**src/rtl/press_gen_pkg.sv**
```systemverilog
// Shared types and constants for the synthetic button-press generator.
// Holds the FSM state type and the LFSR geometry (x^10 + x^7 + 1).
package press_gen_pkg;

  typedef enum logic [1:0] {
    IDLE  = 2'd0,
    WAIT  = 2'd1,
    PRESS = 2'd2,
    GAP   = 2'd3
  } state_t;

  localparam int                LFSR_W    = 10;
  localparam logic [LFSR_W-1:0] LFSR_SEED = 10'h001;
  localparam int                TAP_HI    = 9;
  localparam int                TAP_LO    = 6;

  // Fibonacci step: shift left, feed back bit 9 ^ bit 6 into bit 0.
  function automatic logic [LFSR_W-1:0] lfsr_next(input logic [LFSR_W-1:0] q);
    return {q[LFSR_W-2:0], q[TAP_HI] ^ q[TAP_LO]};
  endfunction

endpackage

```
**src/rtl/press_gen_lfsr.sv**
```systemverilog
// Free-running 10-bit maximal-length LFSR; advances every cycle, never all-zero.
// Latency: q updates one cycle after each rising edge. Backpressure: none (free-running).
// Reset: async active-low, loads the fixed nonzero seed.
module lfsr10
  import press_gen_pkg::*;
(
  input  logic              clk,
  input  logic              reset,
  output logic [LFSR_W-1:0] q
);

  always_ff @(posedge clk or negedge reset) begin
    if (!reset) q <= LFSR_SEED;
    else        q <= lfsr_next(q);
  end

endmodule

```
**src/rtl/press_gen.sv**
```systemverilog
// Synthetic button-press generator: random pulses of PRESS_LEN cycles spaced by GAP_LEN+.
// Latency: press rises the cycle after the hitting tick. Backpressure: none; enable only
// gates new pulses. Optional PRESS_GEN_CNT_EN adds a saturating 8-bit pulse counter.
module press_gen
  import press_gen_pkg::*;
#(
  parameter int TICK_DIV  = 1024,
  parameter int PRESS_LEN = 4,
  parameter int GAP_LEN   = 4
) (
  input  logic       clk,
  input  logic       reset,
  input  logic       enable,
  input  logic [3:0] level,
`ifdef PRESS_GEN_CNT_EN
  output logic [7:0] press_count,
`endif
  output logic       press
);

  localparam logic [15:0] TICK_LAST = 16'(TICK_DIV - 1);
  localparam logic [7:0]  PRESS_LD  = 8'(PRESS_LEN - 1);
  localparam logic [7:0]  GAP_LD    = 8'(GAP_LEN - 1);

  state_t             state, state_nxt;
  logic [15:0]        presc, presc_nxt;
  logic [7:0]         dcnt, dcnt_nxt;
  logic               tick;
  logic [LFSR_W-1:0]  lfsr_q;
  logic               lfsr_unused;

  lfsr10 u_lfsr (
    .clk   (clk),
    .reset (reset),
    .q     (lfsr_q)
  );

  assign lfsr_unused = ^lfsr_q[LFSR_W-1:4];
  assign tick        = (state == WAIT) && (presc == TICK_LAST);

  always_ff @(posedge clk or negedge reset) begin
    if (!reset) begin
      state <= IDLE;
      presc <= 16'd0;
      dcnt  <= 8'd0;
      press <= 1'b0;
    end else begin
      state <= state_nxt;
      presc <= presc_nxt;
      dcnt  <= dcnt_nxt;
      press <= (state_nxt == PRESS);
    end
  end

  // Duration counter is loaded with LEN-1 on entry and the phase ends when it reads 0.
  always_comb begin
    state_nxt = state;
    presc_nxt = 16'd0;
    dcnt_nxt  = 8'd0;
    case (state)
      IDLE: begin
        if (enable) state_nxt = WAIT;
      end
      WAIT: begin
        if (!enable) begin
          state_nxt = IDLE;
        end else if (tick) begin
          if (lfsr_q[3:0] < level) begin
            state_nxt = PRESS;
            dcnt_nxt  = PRESS_LD;
          end
        end else begin
          presc_nxt = presc + 16'd1;
        end
      end
      PRESS: begin
        if (dcnt == 8'd0) begin
          state_nxt = GAP;
          dcnt_nxt  = GAP_LD;
        end else begin
          dcnt_nxt  = dcnt - 8'd1;
        end
      end
      GAP: begin
        if (dcnt == 8'd0) state_nxt = enable ? WAIT : IDLE;
        else              dcnt_nxt  = dcnt - 8'd1;
      end
      default: state_nxt = IDLE;
    endcase
  end

`ifdef PRESS_GEN_CNT_EN
  always_ff @(posedge clk or negedge reset) begin
    if (!reset) begin
      press_count <= 8'd0;
    end else if (state != PRESS && state_nxt == PRESS && press_count != 8'hFF) begin
      press_count <= press_count + 8'd1;
    end
  end
`endif

endmodule

```
**config.mk**
```make
export PLATFORM = sky130hd
export DESIGN_NAME = press_gen
export DESIGN_NICKNAME = d
export VERILOG_FILES = /design/src/rtl/press_gen_pkg.sv /design/src/rtl/press_gen_lfsr.sv /design/src/rtl/press_gen.sv
export SDC_FILE = /design/constraint.sdc
export NUM_CORES = 1
export LEC_CHECK = 0
export BUFFER_PORTS_ARGS = -buffer_cell sky130_fd_sc_hd__buf_2
export CORE_ASPECT_RATIO = 0.5
export CORE_UTILIZATION = 42
export CTS_BUF_LIST = sky130_fd_sc_hd__clkbuf_16
export CTS_CLUSTER_DIAMETER = 50
export DETAILED_ROUTE_END_ITERATION = 10
export GPL_TIMING_DRIVEN = 0
export PLACE_DENSITY = 0.66
export SLEW_MARGIN = 40
export SYNTH_ARGS = -nofsm -noshare
export SYNTH_HDL_FRONTEND = slang
export SYNTH_SLANG_ARGS = --single-unit
export TNS_END_PERCENT = 5
```
**constraint.sdc**
```tcl
create_clock -name clk -period 3.5 [get_ports clk]
set_input_delay 0.875 -clock clk [delete_from_list [all_inputs] [get_ports clk]]
set_output_delay 0.875 -clock clk [all_outputs]
set_load 0.01 [all_outputs]
```
## Yosys cells after proc, flatten, opt, wreduce, memory -nomap -nowiden

Cells that the tools add are included.

| word-level totals | value |
|---|---|
| flip-flop bits (word level) | 37 |
| input bits | 7 |
| output and inout port bits | 1 |
| word-level logic and storage cells | 34 |

| operators by class | value |
|---|---|
| $add $sub $neg | 2 |
| order comparisons | 1 |
| eq/ne operators | 5 |
| mux-type cells | 17 |
| bitwise logic cells | 1 |
| reduce and logical (&&, ||, !) cells | 3 |

Operators by type and width:

| kind | number |
|---|---|
| $mux W16 | 3 |
| $pmux W8 S3 | 1 |
| $mux W2 | 9 |
| $add A16 B1 Y16 const B | 1 |
| $eq A16 B10 Y1 const B | 1 |
| $mux W8 | 2 |
| $logic_not A8 Y1 | 1 |
| $pmux W2 S4 | 1 |
| $sub A8 B1 Y8 const B | 1 |
| $eq A2 B2 Y1 const B | 3 |
| $lt A4 B4 Y1 | 1 |
| $eq A2 B1 Y1 const B | 1 |
| $logic_not A2 Y1 | 1 |
| $logic_and A1 B1 Y1 | 1 |
| $mux W1 | 1 |
| $xor A1 B1 Y1 | 1 |

## Depth between registers and ports, before layout

Gate-level depths: netlist of the first run.

| depth | value |
|---|---|
| depth in word-level cells | 6 |
| gate-level depth with buffers | 6 |
| mapped depth without buffers | 6 |

## Modules after synthesis

From an unflattened synthesis of the first run, not the netlist that was laid out.

| unflattened totals | value |
|---|---|
| cells, all modules | 158 |
| area total of the unflattened synthesis | 1701.6 µm² |

By module, submodules not included:

| module | times used | cells each | area an instance (µm²) | sequential area each (µm²) |
|---|---|---|---|---|
| press_gen | 1 | 147 | 1441.4 | 675.6 |
| lfsr10 | 1 | 11 | 260.2 | 251.5 |

## Least setup slack after synthesis of the first run

No wires, ideal clock.

| timing | value |
|---|---|
| kind | input port to flip-flop |
| start point | in level[1] |
| end point | reg state[0] |
| library setup time | 0.123 ns |
| arrival time | 1.921 ns |
| data required time | 3.377 ns |
| setup slack | 1.456 ns |
| stages on the path | 5 |
| path buffers | 0 |
| path through | inv_1 > ha_1 > a2111oi_0 > o2111ai_1 > nor3b_1 |

| between the ends | value |
|---|---|
| longest elaborated chain between the ends | 5 |

RTL lines:

| what | RTL line | RTL |
|---|---|---|
| from (decl) | press_gen.sv:14 | `input logic [3:0] level,` |
| $lt A4 B4 Y1 | press_gen.sv:68 | `if (lfsr_q[3:0] < level) begin` |
| $mux W2 | press_gen.sv:68 |  |
| $mux W2 | press_gen.sv:67 | `end else if (tick) begin` |
| $mux W2 | press_gen.sv:65 | `if (!enable) begin` |
| $pmux W2 S4 | press_gen.sv:60 | `case (state)` |
| net state_nxt[0] | press_gen.sv:25 | `state_t state, state_nxt;` |
| to (signal assigned) | press_gen.sv:48 | `state <= state_nxt;` |
| to (decl) | press_gen.sv:25 |  |

The timed path passes the listed nets, and every way through them passes these cells.

## Final worst setup path of the first run

| timing | value |
|---|---|
| start point | reg dcnt[0] |
| end point | reg state[0] |

| between the ends | value |
|---|---|
| longest elaborated chain between the ends | 3 |
| elaborated cells between the ends (all ways) | 4 |
| those cells by class | mux (3); reduce/logical (1) |

RTL lines:

| what | RTL line | RTL |
|---|---|---|
| from (decl) | press_gen.sv:27 | `logic [7:0] dcnt, dcnt_nxt;` |
| from (signal assigned) | press_gen.sv:50 | `dcnt <= dcnt_nxt;` |
| $logic_not A8 Y1 (*) | press_gen.sv:77, press_gen.sv:85 |  |
| $mux W2, on equally long branches | press_gen.sv:85, press_gen.sv:77 |  |
| $pmux W2 S4 (*) | press_gen.sv:60 |  |
| net state_nxt[0] | press_gen.sv:25 |  |

The timed path passes the listed nets; every way through them passes the cells marked *.

==> flow_metrics.tcl, run 1 <==
set metrics [dict create \
    io_buffers 7 \
    floorplan.rows 15 \
    synth_compound_area_share_pct 4.78 \
    setup_tns_ns 0 \
    period_minus_slack_ns 2.07 \
    syn_avg_cell_area_um2 10.8 \
    ys_ff_latch 37 \
    synth_adder_area_share_pct 4.41 \
    wire_per_inst_um 13.0 \
    synthCells 158 \
    synth_top_family_by_area "simple AND/OR/NAND/NOR gates" \
    hold_viol_final 0 \
    diodes 0 \
    hold-path-endpoint "u_lfsr.q[5]$_DFF_PN0_" \
    cts_made_buffers 5 \
    viasPerCell 5.08 \
    pre_cts_ws_ns 1.18 \
    rr_worst_depth 6 \
    ys_warn_count 0 \
    grt_max_degree 38 \
    netlist_area_mm2 0.00170 \
    hpwlAfterDp_mm 1.96 \
    yosysTopAreaCellShare_pct 52.9 \
    slew_headroom_pct 60.6 \
    fin_worst_skew_ns 0.00338 \
    synth_top_cell_by_area "dfrtp_1" \
    grt_pass1_vias 1110 \
    finalInstanceArea_mm2 0.00197 \
    p_leak_nw 0.920 \
    slew_violations 0 \
    drt_iter0_markers 35 \
    grt_antenna_before_repair 0 \
    num_vias 1137 \
    worst_r2r_endpoint "state[0]$_DFF_PN0_" \
    yosysUniqueCellTypes 33 \
    post_cts_buffers 0 \
    synth_ff_type "dfrtp_1" \
    setup.worst_path.start_class "flop" \
    cap_violations 0 \
    synth_edf_count 0 \
    syn2layout_area_growth_pct 15.7 \
    ctsResizeCount 0 \
    drive_gt1_share_pct 17.3 \
    num_io_pins 8 \
    vdd_ir_drop_max_v 0.000187 \
    cts.sinks 37 \
    ys_seq_area_share_pct 54.5 \
    hold_class "reg2reg" \
    fmax_ghz 0.483 \
    worstSetupPathType "reg2reg" \
    path_clk_slew_ns 0.05 \
    worst-slew-pin-transition_ns 0.588 \
    crit_required_ns 3.68 \
    start_util_pct 46.7 \
    ant_nets 0 \
    yosysMostFrequentCell "dfrtp_1" \
    grt_pass1_wl_mm 5.20 \
    die_w_um 92.0 \
    synthTopCellsByCount "36 x dfrtp_1, 19 x nor2_1, 15 x xnor2_1" \
    rr_startpoint "dcnt[0]$_DFF_PN0_" \
    ctsRootBufferMaster "clkbuf_16" \
    r2r_slack_ns 1.43 \
    dieArea_mm2 0.00433 \
    htreeDepth 2 \
    postPlaceCellArea_mm2 0.00180 \
    cts_hold_buffers 0 \
    syn_nets 171 \
    cp_max_fo 8 \
    rsz0062_at_grt "false" \
    wl_mm 2.92 \
    synth-xor-area-share_pct 10.3 \
    yosys.area_share.simple_pct 22.9 \
    route.detailed.drc 0 \
    coreArea_mm2 0.00364 \
    hold_depth 0 \
    cts_buffer_depth 2 \
    min_from "u_lfsr.q[4]$_DFF_PN0_" \
    cts_tree "yes" \
    fp.dieH_um 47.0 \
    synth_area_leaders "dfrtp_1 53%, xnor2_1 7.7%, ha_1 4.4%, nor2_1 4.2%, nor2_2 3.7%" \
    end_kind "flop" \
    status "complete, no violations" \
    crit_arrival_ns 2.25 \
    dr.pass1.iters 4 \
    grt_usage_pct 16.5 \
    worst_slack_ns 1.43 \
    synth.area.mux_share_pct 0 \
    powerDensity_mw_per_mm2 487 \
    gp_congestion 0.748 \
    async_flop_share_pct 100 \
    overflow 0 \
    final_nets 185 \
    period_share_pct 59.1 \
    setup_viol 0 \
    clk_latency_ns 0.28 \
]
## flip-flops by register name, indices dropped and copies added, names as in the netlist
name,cells
state,2
press,1
presc,16
u_lfsr.q,10
dcnt,8
## stage by stage
stage	std cells	util [%]	hold slack [ns]	power (mW)
CTS	224	54.0	0.348	0.970
global route	224	54.1	0.361	0.996
finish	224	54.1	0.346	0.958
detailed placement	216	49.5	0.336	0.467
global placement	216	49.5	0.334	0.467
floorplan	158	-	0.331	0.453
## worst max-delay path by stage
stage                      startpoint            endpoint  depth (start not counted)  slack, ns
floorplan                    level[1]  state[0]$_DFF_PN0_                          5       1.46
global placement             level[1]     press$_DFF_PN0_                          6       1.20
detailed placement           level[1]     press$_DFF_PN0_                          6       1.18
CTS                 dcnt[0]$_DFF_PN0_  state[0]$_DFF_PN0_                          6       1.41
global route                 level[1]     press$_DFF_PN0_                          6       1.16
finish              dcnt[0]$_DFF_PN0_  state[0]$_DFF_PN0_                          6       1.43
## kinds of logic after synthesis
kind of cell | Yosys count
compound gates | 13
buf+inv | 10
flops | 37
xor+xnor | 20
simple gates | 72
fa+ha+maj | 6
## report_power, final
part           internal, mW  switching, mW
Clock                 0.333          0.166
Combinational       0.00943         0.0178
Sequential            0.430        0.00229
Total                 0.772          0.186
## routing by layer
layer,wire length (um),vias to the layer above,global-route usage [%],share of wire (%)
met3,86,5,5.34,2.9
met5,0,-,0,0
met2,1280,10,26.4,44
li1,-,568,-,-
met1,1510,554,21.3,52
met4,44,0,7.50,1.5
## critical path: stages, from the launching register on
cell,delay (ns)
dfrtp_1,0.41
inv_1,0.10
ha_1,0.15
or4b_1,0.46
o21ai_1,0.50
o22ai_1,0.15
nor3b_1,0.21
## cell usage in the layout (no fill, tap or decap), types with 2 or more instances in the layout
cell type  Yosys  routed
xor2_1         5       5
ha_1           6       6
nand2_1       10      10
inv_1          9       9
or4_4          2       2
clkbuf_16      0       5
o21ai_0        3       3
dfrtp_1       36      36
nor2_2        10      10
nor3_1         8       8
a21oi_1        3       3
xnor2_1       15      15
nand3_1        7       7
nor4_1         4       4
buf_2          0       6
nor2_1        19      19
nand4_1        3       3
## cell type report
type | instances | area, um2
fillers | 326 | 1670
well taps | 51 | 63.8
flip-flops and latches | 37 | 927
repair buffers | 7 | 37.5
inverters | 9 | 33.8
multi-input cells | 111 | 721
plain buffers | 1 | 20.0
clock inverters | 3 | 41.3
clock buffers | 5 | 125
Note: power is estimated with default switching activity, not from simulation.
==> run 2: changes to the inputs <==
--- a/config.mk
+++ b/config.mk
@@ -12,7 +12,7 @@
 export CTS_CLUSTER_DIAMETER = 50
 export DETAILED_ROUTE_END_ITERATION = 10
 export GPL_TIMING_DRIVEN = 0
-export PLACE_DENSITY = 0.66
+export PLACE_DENSITY = 0.68
 export SLEW_MARGIN = 40
 export SYNTH_ARGS = -nofsm -noshare
 export SYNTH_HDL_FRONTEND = slang
==> constraint.sdc (replaced) <==
create_clock -name clk -period 1.8 [get_ports clk]
set_input_delay 0.45 -clock clk [delete_from_list [all_inputs] [get_ports clk]]
set_output_delay 0.45 -clock clk [all_outputs]
set_load 0.01 [all_outputs]
==> flow_metrics.tcl, run 2 (synthesis results as in run 1) <==
set metrics [dict create \
    cap_violations 0 \
    grt_usage_pct 16.8 \
    p_leak_nw 1.00 \
    cts.sinks 37 \
    r2r_slack_ns -0.05 \
    reg_top3 "presc: 16 flops, u_lfsr.q: 10 flops, dcnt: 8 flops" \
    grt_max_degree 38 \
    largest_reg_flops 16 \
    drt_iter0_markers 26 \
    layout_commonest_cell "dfrtp_1" \
    grt_pass1_vias 1169 \
    wire_per_inst_um 13.5 \
    final_nets 198 \
    route.detailed.drc 0 \
    fp.dieH_um 47.0 \
    holdWs_ns 0.127 \
    dr.pass1.iters 2 \
    io_buffers 7 \
    clk_latency_ns 0.28 \
    pre_cts_ws_ns -0.274 \
    cp_max_fo 10 \
    floorplan.rows 15 \
    violations "setup timing" \
    cts_hold_buffers 0 \
    grt_antenna_before_repair 0 \
    ctsRootBufferMaster "clkbuf_16" \
    end_kind "flop" \
    status "finished, violations left" \
    largest-register "presc" \
    cts_buffer_depth 2 \
    viasPerCell 5.08 \
    period_share_pct 103 \
    fmax_ghz 0.542 \
    grt_pass1_wl_mm 5.20 \
    worst_slack_ns -0.0466 \
    slew_violations 0 \
    wl_met2_mm 1.51 \
    slew_headroom_pct 64.0 \
    setup_viol 14 \
    cp-endpoint "presc[10]$_DFF_PN0_" \
    rr_startpoint "presc[12]$_DFF_PN0_" \
    diodes 0 \
    dieArea_mm2 0.00433 \
    setup.worst_path.start_class "flop" \
    overflow 0 \
    rsz0062_at_grt "true" \
    crit_arrival_ns 2.01 \
    cts_tree "yes" \
    coreArea_mm2 0.00364 \
    worstSetupPathType "reg2reg" \
    crit_required_ns 1.97 \
    htreeDepth 2 \
    cp-startpoint "presc[12]$_DFF_PN0_" \
    fin_worst_skew_ns 0.00303 \
    ant_nets 0 \
    num_io_pins 8 \
    vdd_ir_drop_max_v 0.000482 \
    top_layer "met4" \
    die_w_um 92.0 \
    drive_gt1_share_pct 26.3 \
    period_minus_slack_ns 1.85 \
    met3_length_um 100 \
    utilization_pct 58.6 \
    mostFrequentLayoutCells "36 x dfrtp_1, 19 x nor2_1, 15 x xnor2_1" \
    drt-met1-wl_mm 1.52 \
    hold_viol_final 0 \
    start_util_pct 46.7 \
    wl_mm 3.20 \
    path_clk_slew_ns 0.06 \
    powerDensity_mw_per_mm2 945 \
    hpwlAfterDp_mm 1.95 \
    rr_worst_depth 5 \
    gp_congestion 0.713 \
    worst_r2r_endpoint "presc[10]$_DFF_PN0_" \
    syn2layout_area_growth_pct 25.3 \
    cts_made_buffers 5 \
    hold_class "in2async" \
    num_vias 1203 \
    worst-slew-pin-transition_ns 0.536 \
    nFillCells 295 \
]
run 2: report_power, final:
part           total, mW  internal, mW  switching, mW
Combinational     0.0589        0.0217         0.0372
Sequential         0.840         0.836        0.00452
Clock               1.12         0.790          0.326
Total               2.02          1.65          0.368
run 2: how the worst min path moves through the flow:
| stage | slack [ns] | startpoint | cells after the start | to |
|---|---|---|---|---|
| after global routing | 0.16 | reset | 1 | dcnt[1]$_DFF_PN0_ |
| after CTS | 0.29 | reset | 1 | dcnt[3]$_DFF_PN0_ |
| after global placement | 0.34 | u_lfsr.q[8]$_DFF_PN0_ | 0 | u_lfsr.q[9]$_DFF_PN0_ |
| after floorplan | 0.15 | reset | 0 | dcnt[0]$_DFF_PN0_ |
| final | 0.13 | reset | 1 | dcnt[3]$_DFF_PN0_ |
| after detailed placement | 0.34 | u_lfsr.q[5]$_DFF_PN0_ | 0 | u_lfsr.q[6]$_DFF_PN0_ |
run 2: final cells by class:
cell class                 count  area (um2)  share of cell area, %
sequential                    37         927                   43.5
multi-input combinational    111         762                   35.7
timing repair buffer          20         135                   6.34
clock buffer                   5         125                   5.87
clock inverter                 3        65.1                   3.05
tap                           51        63.8                   2.99
inverter                       9        33.8                   1.58
buffer                         1        20.0                  0.939
run 2: through the flow:
stage	cell area, um2	power (mW)	instances	TNS [ns]
detailed placement	1800	0.910	216	-2.33
finish	2130	2.02	237	-0.465
floorplan	1700	0.880	158	0
global placement	1800	0.908	216	-1.56
CTS	2050	2.04	230	-0.0877
global route	2130	2.09	237	-1.18
run 2: layer usage:
| layer | GRT usage (%) | up-vias |
|---|---|---|
| li1 | - | 594 |
| met1 | 19.1 | 587 |
| met2 | 28.7 | 15 |
| met3 | 6.47 | 7 |
| met4 | 9.69 | 0 |
| met5 | 0 | - |
run 2: worst max-delay path: stages, from the launching register on:
cell	delay, ns
dfrtp_1	0.40
or4_4	0.54
or4_4	0.51
nand2_4	0.10
buf_12	0.14
nor2_2	0.05
run 2: repair_timing:
action / 4_1_cts / 5_1_grt
hold endpoints to repair: 0 / 0
endpoints found under the setup margin: 22 / 20
setup buffers: 6 / 7
resized for setup: 3 / 5
pin swaps: 3 / 3
==> run 3: changes to the inputs <==
--- a/config.mk
+++ b/config.mk
@@ -7,14 +7,15 @@
 export LEC_CHECK = 0
 export BUFFER_PORTS_ARGS = -buffer_cell sky130_fd_sc_hd__buf_2
 export CORE_ASPECT_RATIO = 0.5
-export CORE_UTILIZATION = 42
+export CORE_UTILIZATION = 46
 export CTS_BUF_LIST = sky130_fd_sc_hd__clkbuf_16
 export CTS_CLUSTER_DIAMETER = 50
 export DETAILED_ROUTE_END_ITERATION = 10
 export GPL_TIMING_DRIVEN = 0
-export PLACE_DENSITY = 0.68
+export PLACE_DENSITY = 0.73
 export SLEW_MARGIN = 40
 export SYNTH_ARGS = -nofsm -noshare
 export SYNTH_HDL_FRONTEND = slang
+export SYNTH_HIERARCHICAL = 1
 export SYNTH_SLANG_ARGS = --single-unit
 export TNS_END_PERCENT = 5
==> flow_metrics.tcl, run 3 <==
set metrics [dict create \
    worst_slack_ns -0.0575 \
    mostFrequentLayoutCells "36 x dfrtp_1, 19 x nor2_1, 15 x xnor2_1" \
    htreeDepth 2 \
    viasPerCell 5.11 \
    hold_viol_final 0 \
    start_util_pct 48.7 \
    dieArea_mm2 0.00396 \
    synthTopCellsByCount "36 x dfrtp_1, 19 x nor2_1, 15 x xnor2_1" \
    slew_headroom_pct 68.3 \
    ctsRootBufferMaster "clkbuf_16" \
    reg_top3 "presc: 16 flops, u_lfsr/q: 10 flops, dcnt: 8 flops" \
    setup.worst_path.start_class "flop" \
    end_kind "flop" \
    path_clk_slew_ns 0.05 \
    cts_hold_buffers 0 \
    wl_mm 3.13 \
    grt_usage_pct 17.9 \
    rsz0062_at_grt "true" \
    route.detailed.drc 0 \
    synth_area_leaders "dfrtp_1 53%, xnor2_1 7.7%, ha_1 4.4%, nor2_1 4.2%, nor2_2 3.7%" \
    hpwlAfterDp_mm 1.85 \
    async_flop_share_pct 100 \
    cts_made_buffers 5 \
    num_vias 1196 \
    yosysTopAreaCellShare_pct 52.9 \
    ys_ff_latch 37 \
    fmax_ghz 0.538 \
    hold_class "in2async" \
    overflow 0 \
    syn2layout_area_growth_pct 20.9 \
    p_leak_nw 0.962 \
    holdWs_ns 0.127 \
    synth_edf_count 0 \
    grt_pass1_vias 1162 \
    worst-slew-pin-transition_ns 0.469 \
    slew_violations 0 \
    syn_avg_cell_area_um2 10.8 \
    nFillCells 288 \
    diodes 0 \
    synth_ff_type "dfrtp_1" \
    vdd_ir_drop_max_v 0.000328 \
    yosysMostFrequentCell "dfrtp_1" \
    synth_top_cell_by_area "dfrtp_1" \
    fin_worst_skew_ns 0.00555 \
    cts_tree "yes" \
    grt_antenna_before_repair 0 \
    finalPower_mw 1.69 \
    crit_required_ns 1.96 \
    gp_congestion 0.731 \
    setup_viol 14 \
    grt_max_degree 38 \
    fp.dieH_um 45.0 \
    powerDensity_mw_per_mm2 823 \
    cap_violations 0 \
    wire_per_inst_um 13.4 \
    largest_reg_flops 16 \
    num_io_pins 8 \
    crit_arrival_ns 2.02 \
    drt_iter0_markers 67 \
    io_buffers 7 \
    period_share_pct 103 \
    coreArea_mm2 0.00349 \
    final_nets 195 \
    layout_commonest_cell "dfrtp_1" \
    grt_pass1_wl_mm 5.09 \
    period_minus_slack_ns 1.86 \
    cp_max_fo 10 \
    clk_latency_ns 0.28 \
    worstSetupPathType "reg2reg" \
    cts.sinks 37 \
    pre_cts_ws_ns -0.235 \
    largest-register "presc" \
    ant_nets 0 \
    floorplan.rows 15 \
    yosysUniqueCellTypes 33 \
    violations "setup timing" \
    synthCells 158 \
    ys_warn_count 6 \
    ys_seq_area_share_pct 54.5 \
    syn_nets 171 \
    netlist_area_mm2 0.00170 \
    dr.pass1.iters 4 \
    die_w_um 88.0 \
    drive_gt1_share_pct 24.0 \
    status "finished, violations left" \
    cts_buffer_depth 2 \
]
[run 3: cell counts after synthesis]
No cell type changed its count.
[run 3: per-stage QoR]
| step | setup TNS, ns | util [%] | instances | instance area (um2) |
|---|---|---|---|---|
| after floorplan | 0 | - | 158 | 1700 |
| after CTS | -0.404 | 57.0 | 229 | 1990 |
| after global routing | -1.20 | 58.9 | 234 | 2060 |
| after detailed placement | -2.07 | 51.6 | 216 | 1800 |
| after global placement | -1.58 | 51.6 | 216 | 1800 |
| final | -0.573 | 58.9 | 234 | 2060 |
[run 3: critical path, stage by stage (launching register included)]
cell and delay, ns:
dfrtp_1 0.38, or4bb_1 0.55, or4_4 0.53, nand2_4 0.10
buf_12 0.14, nor2_2 0.05
[run 3: kinds of logic after synthesis]
kind of cell	count (synthesis)	share of synthesized area [%]
AOI/OAI and AO/OA	13	4.78
xor gates and xnor gates	20	10.3
adders and majority gates	6	4.41
buffers and inverters	10	3.16
DFF	37	54.5
and+or+nand+nor	72	22.9
[run 3: layer usage]
layer  track usage (%)  wire length (um)  up-vias
met5                 0                 0        -
met1              23.1              1470      584
met2              28.4              1500       14
met4              8.71                79        0
met3              5.48                87        9
li1                  -                 -      589
[run 3: final cells by class]
class	instances	area [um2]	share of cell area, %
multi-input cells	111	763	37.1
repair buffers	17	113	5.47
well taps	51	63.8	3.10
inverters	9	33.8	1.64
clock inverters	3	11.3	0.547
plain buffers	1	20.0	0.973
clock buffers	5	125	6.08
flip-flops and latches	37	927	45.1
[run 3: worst paths after layout]
kind / from / end / slack [ns] / depth (start not counted)
max reg2reg: presc[10]$_DFF_PN0_ / presc[5]$_DFF_PN0_ / -0.06 / 5
min: reset / presc[8]$_DFF_PN0_ / 0.13 / 1
max: presc[10]$_DFF_PN0_ / presc[5]$_DFF_PN0_ / -0.06 / 5
min in group clk: u_lfsr/q[7]$_DFF_PN0_ / u_lfsr/q[8]$_DFF_PN0_ / 0.35 / 0
min reg2reg: u_lfsr/q[7]$_DFF_PN0_ / u_lfsr/q[8]$_DFF_PN0_ / 0.35 / 0
max in group asynchronous: reset / u_lfsr/q[0]$_DFF_PN1_ / 1.33 / 1
[run 3: report_power, final]
group          internal (mW)  total, mW  switching, mW
clock network          0.496      0.793          0.297
logic                 0.0221     0.0589         0.0368
registers              0.837      0.841        0.00483
[run 3: what timing repair did]
item	in CTS	in global routing
pin swaps	4	3
endpoints found under the setup margin	25	20
gates resized for setup	3	6
setup buffers	5	5
hold endpoints to repair	0	0
